## src/rtl/uart_recv.sv

```systemverilog
// UART receiver: 8N1 LSB-first with a mid-bit sampler and registered done/error strobes.
// Define UART_RECV_PARITY_EN to receive 8E1 frames with an even-parity check.
module uart_recv #(
  parameter int CLK_FREQ = 50000000,
  parameter int UART_BPS = 115200
) (
  input  logic       sys_clk,
  input  logic       sys_rst,
  input  logic       uart_rxd,
  output logic [7:0] uart_data,
  output logic       uart_done,
  output logic       frame_err,
  output logic       uart_rx_busy
);

  localparam int BPS_CNT = CLK_FREQ / UART_BPS;
  localparam int CW = $clog2(BPS_CNT + 1);
  localparam logic [CW-1:0] LAST = CW'(BPS_CNT - 1);
  localparam logic [CW-1:0] MID = CW'(BPS_CNT / 2);

`ifdef UART_RECV_PARITY_EN
  typedef enum logic [2:0] {IDLE, START, DATA, PARITY, STOP} state_t;
`else
  typedef enum logic [2:0] {IDLE, START, DATA, STOP} state_t;
`endif

  state_t        state;
  logic          rxd_s0;
  logic          rxd_s1;
  logic          rxd_s2;
  logic [CW-1:0] clk_cnt;
  logic [2:0]    bit_cnt;
  logic [7:0]    rx_shift;
  logic          start_trig;
  logic          at_mid;
  logic          at_last;
  logic          stop_ok;
`ifdef UART_RECV_PARITY_EN
  logic          par_bit;
`endif

  // Flops reset high so an idle line never looks like a falling edge.
  always_ff @(posedge sys_clk or posedge sys_rst) begin
    if (sys_rst) begin
      rxd_s0 <= 1'b1;
      rxd_s1 <= 1'b1;
      rxd_s2 <= 1'b1;
    end else begin
      rxd_s0 <= uart_rxd;
      rxd_s1 <= rxd_s0;
      rxd_s2 <= rxd_s1;
    end
  end

  assign start_trig = rxd_s2 & ~rxd_s1;
  assign at_mid = (clk_cnt == MID);
  assign at_last = (clk_cnt == LAST);

`ifdef UART_RECV_PARITY_EN
  assign stop_ok = rxd_s1 & (par_bit == ^rx_shift);
`else
  assign stop_ok = rxd_s1;
`endif

  always_ff @(posedge sys_clk or posedge sys_rst) begin
    if (sys_rst) begin
      state        <= IDLE;
      clk_cnt      <= '0;
      bit_cnt      <= '0;
      rx_shift     <= '0;
      uart_data    <= '0;
      uart_done    <= 1'b0;
      frame_err    <= 1'b0;
      uart_rx_busy <= 1'b0;
`ifdef UART_RECV_PARITY_EN
      par_bit      <= 1'b0;
`endif
    end else begin
      uart_done <= 1'b0;
      frame_err <= 1'b0;
      if (state != IDLE)
        clk_cnt <= at_last ? '0 : clk_cnt + CW'(1);
      unique case (state)
        IDLE: begin
          clk_cnt <= '0;
          bit_cnt <= '0;
          if (start_trig) begin
            state        <= START;
            uart_rx_busy <= 1'b1;
          end
        end
        START: begin
          if (at_mid && rxd_s1) begin
            state        <= IDLE;
            clk_cnt      <= '0;
            uart_rx_busy <= 1'b0;
          end else if (at_last) begin
            state <= DATA;
          end
        end
        DATA: begin
          if (at_mid)
            rx_shift[bit_cnt] <= rxd_s1;
          if (at_last) begin
            bit_cnt <= bit_cnt + 3'd1;
            if (bit_cnt == 3'd7)
`ifdef UART_RECV_PARITY_EN
              state <= PARITY;
`else
              state <= STOP;
`endif
          end
        end
`ifdef UART_RECV_PARITY_EN
        PARITY: begin
          if (at_mid)
            par_bit <= rxd_s1;
          if (at_last)
            state <= STOP;
        end
`endif
        // Leave at the stop-bit centre so back-to-back frames are caught.
        STOP: begin
          if (at_mid) begin
            state        <= IDLE;
            clk_cnt      <= '0;
            uart_rx_busy <= 1'b0;
            if (stop_ok) begin
              uart_data <= rx_shift;
              uart_done <= 1'b1;
            end else begin
              frame_err <= 1'b1;
            end
          end
        end
        default: begin
          state        <= IDLE;
          clk_cnt      <= '0;
          uart_rx_busy <= 1'b0;
        end
      endcase
    end
  end

endmodule
```

## config.mk

```make
export PLATFORM = sky130hd
export DESIGN_NAME = uart_recv
export DESIGN_NICKNAME = d
export VERILOG_FILES = /design/src/rtl/uart_recv.sv
export SDC_FILE = /design/constraint.sdc
export NUM_CORES = 1
export LEC_CHECK = 0
export BUFFER_PORTS_ARGS = -buffer_cell sky130_fd_sc_hd__buf_2
export CORE_MARGIN = 1
export CORE_UTILIZATION = 52
export CTS_CLUSTER_SIZE = 10
export DETAILED_ROUTE_END_ITERATION = 12
export PLACE_DENSITY = 0.74
export SYNTH_ARGS = -nofsm -noshare
export SYNTH_HDL_FRONTEND = slang
export SYNTH_SLANG_ARGS = --single-unit
```

## constraint.sdc

```tcl
create_clock -name sys_clk -period 1.8 [get_ports sys_clk]
set_clock_uncertainty 0.1 [all_clocks]
set_input_delay 0 -clock sys_clk [delete_from_list [all_inputs] [get_ports sys_clk]]
set_output_delay 0 -clock sys_clk [all_outputs]
set_load 0.005 [all_outputs]
```

==> flow_metrics.env, run 1 <==
export IMPL_synth_nets=151
export IMPL_drt_iter0_drc=43
export IMPL_layout_common_cells="dfrtp_1, buf_4, mux2_2, buf_2, nand2_1"
export IMPL_rsz0062_at_grt="yes"
export IMPL_finalWirelength_mm=3.452
export IMPL_grt_pass1_vias=1276
export IMPL_critPathKind="register to register"
export IMPL_core_area_um2=3103
export IMPL_tritoncts="done"
export IMPL_die_x_um=59.44
export IMPL_postPlaceCellArea_um2=1954
export IMPL_synth_area_um2=1715
export IMPL_use_met1_pct=30.88
export IMPL_clock_latency_ns=0.34
export IMPL_ys_seq_elements=36
export IMPL_gr_total_overflow=0
export IMPL_final_common_cell="dfrtp_1"
export IMPL_r2r_start="clk_cnt[1]$_DFF_PP0_"
export IMPL_crit_path_start="clk_cnt[1]$_DFF_PP0_"
export IMPL_drc=0
export IMPL_drtAntennaViolNets=0
export IMPL_drv_cap=0
export IMPL_met3_usage_pct=4.803
export IMPL_setup_tns_ns=0
export IMPL_io_buffers=13
export IMPL_grt_use_total_pct=23.27
export IMPL_dp_hpwl_mm=2.294
export IMPL_clock_path_buffers=2
export IMPL_avgRoutedWirePerCell_um=15.07
export IMPL_hold_slack_ns=0.1785
export IMPL_use_met2_pct=36.76
export IMPL_path_cells="inv_2 -> ha_4 -> nand3b_4 -> nor4_4 -> buf_4 -> mux2_2"
export IMPL_via_per_inst=5.568
export IMPL_p_leak_nw=1.006
export IMPL_io_pin_count=14
export IMPL_max_freq_mhz=559.0
export IMPL_worstPathRequired_ns=1.94
export IMPL_end_kind="register"
export IMPL_max_stage_delay_ns=0.40
export IMPL_power_density_nw_per_um2=910.1
export IMPL_grt_start_max_net_pins=37
export IMPL_htreeDepth=2
export IMPL_cp_num_buf_inv=2
export IMPL_cts_root_buf="clkbuf_4"
export IMPL_cp_max_fo=6
export IMPL_gp_congestion=0.7592
export IMPL_yosysSeqAreaShare_pct=52.74
export IMPL_finalMaxSlewViolations=0
export IMPL_finalCritPeriodShare_pct=99.38
export IMPL_synth_edf_count=0
export IMPL_synthCells=144
export IMPL_status="finished, final reports clean"
export IMPL_irDropWorstVdd_mv=0.6338
export IMPL_finalPower_mw=1.934
export IMPL_setup_viol=0
export IMPL_grt_busiest_layer="met2"
export IMPL_dr_pass1_iters=4
export IMPL_crit_family="simple AND/OR/NAND/NOR gates"
export IMPL_final_area_um2=2125
export IMPL_grt_pass1_wl_mm=5.954
export IMPL_hp_class="primary input to async pin"
export IMPL_hold_viol_final=0
export IMPL_antenna_found_initial=0
export IMPL_cp_slowest_cell="dfrtp_1"
export IMPL_start_util_pct=55.28
export IMPL_die_h_um=59.44
export IMPL_fin_ws_ns=0.01119
export IMPL_crit_path_start_kind="register"
export IMPL_cts_buffers=5
export IMPL_area_delta_synth_final_pct=23.85
export IMPL_arrival_ns=1.93
export IMPL_maxSlewHeadroom_pct=70.54
export IMPL_async_reset_ff_share_pct=100.0
export IMPL_die_area_um2=3533
export IMPL_cts_clk_slew_worst_paths_ns=0.10
export IMPL_fin_crit_ns=1.789
export IMPL_n_antenna_cell=0
export IMPL_synth_cell_type_count=38
export IMPL_nNetsFinal=191
export IMPL_num_vias=1275
export IMPL_ys_flop_type="dfrtp_1"
export IMPL_rows=20
export IMPL_final_layout_size_suffix_gt1_share_pct=40.54
export IMPL_worst_slew_pin_slew_ns=0.4420
export IMPL_syn_area_per_cell_um2=11.91
export IMPL_pre_cts_ws_ns=-0.03855
export IMPL_cts_sinks=36
export IMPL_ys_warn_count=0
## power breakdown
group	internal (mW)	leakage, nW	switching [mW]	total [mW]
clock	0.230	0.0386	0.256	0.486
sequential	0.892	0.468	0.0826	0.974
combinational	0.242	0.500	0.231	0.473
total	1.36	1.01	0.570	1.93
## cells by family (layout without fill, tap and decap cells)
| logic type | Yosys count | count (layout) | share of synthesized area (%) |
|---|---|---|---|
| simple gates | 57 | 57 | 21.01 |
| buf+inv | 10 | 50 | 2.479 |
| flops | 36 | 36 | 52.74 |
| fa+ha+maj | 4 | 4 | 2.918 |
| compound gates | 14 | 15 | 6.784 |
| xor+xnor | 7 | 7 | 3.574 |
| mux | 16 | 16 | 10.50 |
## area by class of cell
class                      count  area (µm²)
tap                           44       55.05
multi-input combinational     99       825.8
fill                         223       978.4
sequential                    36       905.9
timing repair buffer          37       250.2
inverter                       5       18.77
clock buffer                   8       68.82
## worst register-to-register path, stage by stage (launching register included)
cell and delay [ns]:
dfrtp_1 0.40, inv_2 0.07, ha_4 0.13, nand3b_4 0.15, nor4_4 0.30, buf_4 0.20, mux2_2 0.34
## registers in the layout, indices dropped and copies added, names as in the netlist
name and count:
clk_cnt 9, uart_data 8, uart_done 1, state 2
bit_cnt 3, rxd_s0 1, rxd_s2 1, rxd_s1 1
frame_err 1, uart_rx_busy 1, rx_shift 8
## path summary, 6_finish.rpt
path | cells past startpoint | slack [ns] | to
max | 6 | 0.01 | uart_data[3]$_DFFE_PP0P_
min | 4 | 0.18 | rx_shift[0]$_DFFE_PP0P_
max reg2reg | 6 | 0.01 | uart_data[3]$_DFFE_PP0P_
min reg2reg | 0 | 0.26 | rxd_s1$_DFF_PP1_
max in group asynchronous | 4 | 1.08 | rxd_s1$_DFF_PP1_
min in group sys_clk | 2 | 0.20 | rxd_s0$_DFF_PP1_
## cell usage after synthesis (3+ instances only)
cell type / instances / area [µm²]
nor2_1: 10 / 37.54
nand3_1: 7 / 35.03
nand2_1: 12 / 45.04
xnor2_1: 5 / 43.79
dfstp_2: 3 / 78.83
buf_2: 3 / 15.01
nor3_1: 11 / 55.05
a21oi_1: 3 / 15.01
nand4_1: 4 / 25.02
mux2_2: 16 / 180.2
inv_1: 5 / 18.77
dfrtp_1: 33 / 825.8
ha_1: 4 / 50.05
## repair_timing
action | 4_1_cts | 5_1_grt
setup endpoints to repair | 9 | 31
cloned | 1 | 0
buffers inserted | 0 | 3
pin swaps | 1 | 1
resized for setup | 0 | 10
endpoints found under the hold margin | 37 | 0
hold buffers | 2 | 0
## stage by stage
stage,util [%],instances
final,68.47,229
after global routing,68.47,229
after global placement,62.98,215
after CTS,66.25,226
after detailed placement,62.98,215
after floorplan,-,144
## per-layer routing
| layer | wire, µm | share of wire (%) |
|---|---|---|
| met5 | 0 | 0 |
| met1 | 1517 | 44 |
| met3 | 179 | 5.2 |
| met2 | 1654 | 48 |
| met4 | 100 | 2.9 |
Power figures use the tool's default switching activity.
==> inputs of run 2 (changes only) <==
Settings changed: CORE_MARGIN 1 to 2.
==> run 2 against run 1 <==
Compared with the run above: the run now ends with negative setup slack left; via count shrank 0.63%; die area is 6.8% higher; core utilization down 0.44 points; power decreased by 3.7%; non-clock buffer count did not move; sequential power barely moved; clock-buffer cell count fell by 2; sequential share of layout area up 0.22 points; global-route usage fell by 1.5 points; routed wire length is 0.72% lower; worst setup slack worse by 0.015 ns; clock power decreased by 18%.
==> flow_metrics.env, run 2 (synthesis results as in run 1) <==
export IMPL_status="finished with violations"
export IMPL_violations="negative setup slack"
export IMPL_power_density_nw_per_um2=882.5
export IMPL_crit_family="simple AND/OR/NAND/NOR gates"
export IMPL_dr_pass1_iters=4
export IMPL_drtAntennaViolNets=0
export IMPL_cp_max_fo=6
export IMPL_grt_use_total_pct=21.76
export IMPL_gr_total_overflow=0
export IMPL_antenna_found_initial=0
export IMPL_cts_buffers=5
export IMPL_gp_congestion=0.8363
export IMPL_top_regs="clk_cnt: 9 flops, rx_shift: 8 flops, uart_data: 8 flops"
export IMPL_path_cells="nand4b_4 -> or4_4 -> o22ai_4 -> nor3_1"
export IMPL_drc=0
export IMPL_r2r_end="clk_cnt[8]$_DFF_PP0_"
export IMPL_tritoncts="done"
export IMPL_htreeDepth=2
export IMPL_drv_cap=0
export IMPL_max_freq_mhz=554.3
export IMPL_reg2reg_depth=4
export IMPL_hold_slack_ns=0.1954
export IMPL_grt_pass1_vias=1281
export IMPL_layout_cells_non_filler=228
export IMPL_p_leak_nw=1.005
export IMPL_postPlaceCellArea_um2=1954
export IMPL_cp_num_buf_inv=0
export IMPL_clock_path_buffers=2
export IMPL_layout_common_cells="dfrtp_1, buf_4, mux2_2"
export IMPL_nNetsFinal=191
export IMPL_crit_path_start_kind="register"
export IMPL_die_h_um=61.44
export IMPL_final_common_cell="dfrtp_1"
export IMPL_die_area_um2=3774
export IMPL_critPathKind="register to register"
export IMPL_finalMaxSlewViolations=0
export IMPL_setup_viol=1
export IMPL_hold_viol_final=0
export IMPL_core_area_um2=3103
export IMPL_final_layout_size_suffix_gt1_share_pct=41.85
export IMPL_n_antenna_cell=0
export IMPL_cts_clk_slew_worst_paths_ns=0.11
export IMPL_max_stage_delay_ns=0.57
export IMPL_start_util_pct=55.28
export IMPL_via_per_inst=5.557
export IMPL_avgRoutedWirePerCell_um=15.03
export IMPL_irDropWorstVdd_mv=0.7094
export IMPL_finalCritPeriodShare_pct=100.2
export IMPL_arrival_ns=1.93
export IMPL_fin_crit_ns=1.804
export IMPL_end_kind="register"
export IMPL_hp_class="primary input to async pin"
export IMPL_io_pin_count=14
export IMPL_io_buffers=13
export IMPL_r2r_start="clk_cnt[5]$_DFF_PP0_"
export IMPL_grt_start_max_net_pins=37
export IMPL_area_delta_synth_final_pct=23.05
export IMPL_cp_slowest_cell="or4_4"
export IMPL_largest_register="clk_cnt"
export IMPL_largest_reg_flops=9
export IMPL_worst_slew_pin_slew_ns=0.4913
export IMPL_rows=20
export IMPL_finalPower_mw=1.863
export IMPL_cts_sinks=36
export IMPL_drt_iter0_drc=71
export IMPL_num_vias=1267
export IMPL_r2r_setup_slack_ns=-0.004
export IMPL_maxSlewHeadroom_pct=67.25
export IMPL_fin_ws_ns=-0.003928
export IMPL_cts_root_buf="clkbuf_4"
export IMPL_grt_pass1_wl_mm=5.830
export IMPL_die_x_um=61.44
export IMPL_finalWirelength_mm=3.427
export IMPL_rsz0062_at_grt="yes"
export IMPL_dp_hpwl_mm=2.390
export IMPL_clock_latency_ns=0.35
export IMPL_final_util_pct=68.02
export IMPL_dp_cells=215
export IMPL_final_area_um2=2111
export IMPL_worstPathRequired_ns=1.92
export IMPL_crit_path_start="clk_cnt[5]$_DFF_PP0_"
## run 2: cell count changes in the layout (fill, tap and decap cells not counted), sizes merged
cell and change:
clkbuf -2, clkinv +1
## run 2: how the worst max path moves through the flow
stage | to | slack [ns] | cells after the start
5_1_grt | clk_cnt[8]$_DFF_PP0_ | -0.05 | 4
3_5_place_dp | clk_cnt[7]$_DFF_PP0_ | -0.04 | 6
6_report | clk_cnt[8]$_DFF_PP0_ | -0.004 | 4
3_3_place_gp | clk_cnt[4]$_DFF_PP0_ | 0.04 | 6
2_1_floorplan | clk_cnt[2]$_DFF_PP0_ | 0.07 | 6
4_1_cts | clk_cnt[7]$_DFF_PP0_ | 0.02 | 6
## run 2: worst reg2reg max path, cell delays in order (launching register included)
cell	delay, ns
dfrtp_1	0.40
nand4b_4	0.27
or4_4	0.58
o22ai_4	0.25
nor3_1	0.10
## run 2: routing by layer
| metal | track usage [%] | wire length [µm] |
|---|---|---|
| met5 | 0 | 0 |
| met4 | 9.422 | 55 |
| met3 | 7.143 | 166 |
| met2 | 33.43 | 1659 |
| met1 | 28.36 | 1546 |
## run 2: what timing repair did
item	CTS	global route
buffers inserted	1	2
cloned	0	1
hold endpoints to repair	37	0
setup endpoints to repair	13	20
resized for setup	3	8
hold buffers	2	0
pin swaps	1	5
## run 2: area by class of cell
cell class | instances | area (µm²)
Clock buffer | 6 | 41.29
Clock inverter | 1 | 5.005
Fill cell | 262 | 992.2
Tap cell | 44 | 55.05
Timing Repair Buffer | 37 | 254.0
Sequential cell | 36 | 904.6
Multi-Input combinational cell | 99 | 832.0
Inverter | 5 | 18.77
## run 2: metrics by stage
step	TNS [ns]	setup slack, ns
after floorplan	0	0.06872
after global placement	0	0.04229
after detailed placement	-0.2401	-0.03570
after CTS	0	0.02120
after global routing	-0.2317	-0.05451
final	-0.003928	-0.003928
## run 2: power breakdown
part | total [mW] | switching, mW | internal, mW
logic | 0.490 | 0.238 | 0.252
clock network | 0.398 | 0.254 | 0.144
registers | 0.975 | 0.0835 | 0.891
==> inputs of run 3 (changes only) <==
Settings changed: BUFFER_PORTS_ARGS -buffer_cell sky130_fd_sc_hd__buf_2 to unset, CORE_UTILIZATION 52 to 55, DONT_BUFFER_PORTS set to 1, PLACE_DENSITY 0.74 to 0.73.
==> run 3 against run 2 <==
Compared with the run above: the run now ends clean; core utilization is 1.7 points higher; cell count is 11% lower; first-iteration DRC count is 34% lower; non-clock buffer count is 14 lower; clock power is 110% higher; sequential power is 0.8% lower; critical path depth is 4 higher; power is 22% higher; final area is 0.77% lower; sequential share of layout area is 0.39 points higher; combinational power is 7.1% lower; critical path type unchanged; largest cell class unchanged; highest routed layer unchanged.
==> flow_metrics.env, run 3 (synthesis results as in run 1) <==
export IMPL_status="finished, final reports clean"
export IMPL_drv_cap=0
export IMPL_maxSlewHeadroom_pct=69.81
export IMPL_worstSetupPathDepth=8
export IMPL_avgRoutedWirePerCell_um=16.81
export IMPL_io_buffers=0
export IMPL_dp_cells=192
export IMPL_setup_viol=0
export IMPL_io_pin_count=14
export IMPL_finalPower_mw=2.271
export IMPL_worst_slew_pin_slew_ns=0.4528
export IMPL_final_layout_size_suffix_gt1_share_pct=36.26
export IMPL_crit_family="simple AND/OR/NAND/NOR gates"
export IMPL_top_regs="clk_cnt: 9 flops, rx_shift: 8 flops, uart_data: 8 flops"
export IMPL_drt_iter0_drc=47
export IMPL_start_util_pct=57.12
export IMPL_area_delta_synth_final_pct=22.10
export IMPL_tritoncts="done"
export IMPL_drc=0
export IMPL_fin_crit_ns=1.716
export IMPL_layout_cells_non_filler=204
export IMPL_n_antenna_cell=0
export IMPL_gp_congestion=0.7256
export IMPL_hold_viol_final=0
export IMPL_grt_use_total_pct=21.55
export IMPL_max_freq_mhz=582.7
export IMPL_max_stage_delay_ns=0.40
export IMPL_grt_pass1_vias=1205
export IMPL_fillers=224
export IMPL_largest_register="clk_cnt"
export IMPL_hold_slack_ns=0.08143
export IMPL_cp_max_fo=6
export IMPL_core_area_um2=3003
export IMPL_cts_sinks=36
export IMPL_r2r_setup_slack_ns=0.08
export IMPL_finalMaxSlewViolations=0
export IMPL_die_area_um2=3581
export IMPL_rows=20
export IMPL_crit_path_start_kind="register"
export IMPL_dp_hpwl_mm=2.279
export IMPL_rsz0062_at_grt="yes"
export IMPL_layout_common_cells="dfrtp_1, buf_4, mux2_2"
export IMPL_cts_buffers=5
export IMPL_final_common_cell="dfrtp_1"
export IMPL_end_kind="register"
export IMPL_p_leak_nw=0.9625
export IMPL_hp_class="primary input to async pin"
export IMPL_htreeDepth=2
export IMPL_grt_pass1_wl_mm=5.630
export IMPL_clock_latency_ns=0.35
export IMPL_finalCritPeriodShare_pct=95.33
export IMPL_grt_start_max_net_pins=37
export IMPL_largest_reg_flops=9
export IMPL_cts_clk_slew_worst_paths_ns=0.11
export IMPL_critPathKind="register to register"
export IMPL_die_x_um=59.85
export IMPL_antenna_found_initial=0
export IMPL_finalWirelength_mm=3.429
export IMPL_cp_slowest_cell="dfrtp_1"
export IMPL_via_per_inst=6.083
export IMPL_path_cells="inv_2 -> ha_4 -> nand3b_4 -> buf_6 -> nor4b_4 -> buf_4 -> nand3_2 -> a22oi_1"
export IMPL_gr_total_overflow=0
export IMPL_clock_path_buffers=2
export IMPL_drtAntennaViolNets=0
export IMPL_arrival_ns=1.89
export IMPL_die_h_um=59.85
export IMPL_cts_root_buf="clkbuf_4"
export IMPL_nNetsFinal=177
export IMPL_irDropWorstVdd_mv=0.9630
export IMPL_reg2reg_depth=8
export IMPL_worstPathRequired_ns=1.97
export IMPL_power_density_nw_per_um2=1084
export IMPL_dr_pass1_iters=4
export IMPL_cp_num_buf_inv=3
export IMPL_num_vias=1241
==> run 3: worst paths after layout <==
| kind | start | to |
|---|---|---|
| worst max-delay path | clk_cnt[1]$_DFF_PP0_ | state[0]$_DFFE_PP0P_ |
| worst min-delay path | sys_rst | state[0]$_DFFE_PP0P_ |
| worst max register to register | clk_cnt[1]$_DFF_PP0_ | state[0]$_DFFE_PP0P_ |
| worst min register to register | rxd_s0$_DFF_PP1_ | rxd_s1$_DFF_PP1_ |
| max in group asynchronous | sys_rst | rxd_s1$_DFF_PP1_ |
| min in group sys_clk | uart_rxd | rxd_s0$_DFF_PP1_ |
==> run 3: report_power, final <==
part           leakage (nW)  internal, mW  switching (mW)
logic                 0.430         0.227           0.228
registers             0.468         0.892          0.0753
clock network        0.0654         0.572           0.276
total                 0.963          1.69           0.579
==> run 3: metal layers <==
layer  vias up  track usage [%]  wire [µm]
met1       617            29.47       1543
li1        573                -          -
met5         -                0          0
met3        14            6.061        168
met4         0            11.11        110
met2        37            31.06       1607
==> run 3: per-stage QoR <==
stage	worst slack, ns	instance area, µm²	TNS, ns	util, %
detailed placement	-0.03586	1883	-0.2589	62.71
CTS	0.001272	2047	0	68.17
finish	0.08398	2095	0	69.75
floorplan	0.06872	1715	0	-
global route	-0.02082	2095	-0.05243	69.75
global placement	0.02622	1883	0	62.71
==> run 3: cell type report <==
| class | instances | area, µm² | share of cell area, % |
|---|---|---|---|
| Tap cell | 33 | 41.29 | 1.971 |
| Sequential cell | 36 | 905.9 | 43.25 |
| Multi-Input combinational cell | 99 | 812.0 | 38.77 |
| Timing Repair Buffer | 23 | 188.9 | 9.020 |
| Clock buffer | 5 | 37.54 | 1.792 |
| Clock inverter | 3 | 90.09 | 4.301 |
| Inverter | 5 | 18.77 | 0.8961 |
==> run 3: repair_timing <==
| action | 4_1_cts | 5_1_grt |
|---|---|---|
| setup endpoints to repair | 15 | 27 |
| gates cloned | 1 | 0 |
| hold buffers | 2 | 0 |
| gates resized for setup | 2 | 9 |
| hold endpoints to repair | 37 | 0 |
| setup buffers | 0 | 1 |
| pin swaps | 1 | 4 |
==> run 3: worst register-to-register path: stages, from the launching register on <==
cell      delay, ns
dfrtp_1        0.40
inv_2          0.07
ha_4           0.13
nand3b_4       0.10
buf_6          0.15
nor4b_4        0.29
buf_4          0.20
nand3_2        0.08
a22oi_1        0.14
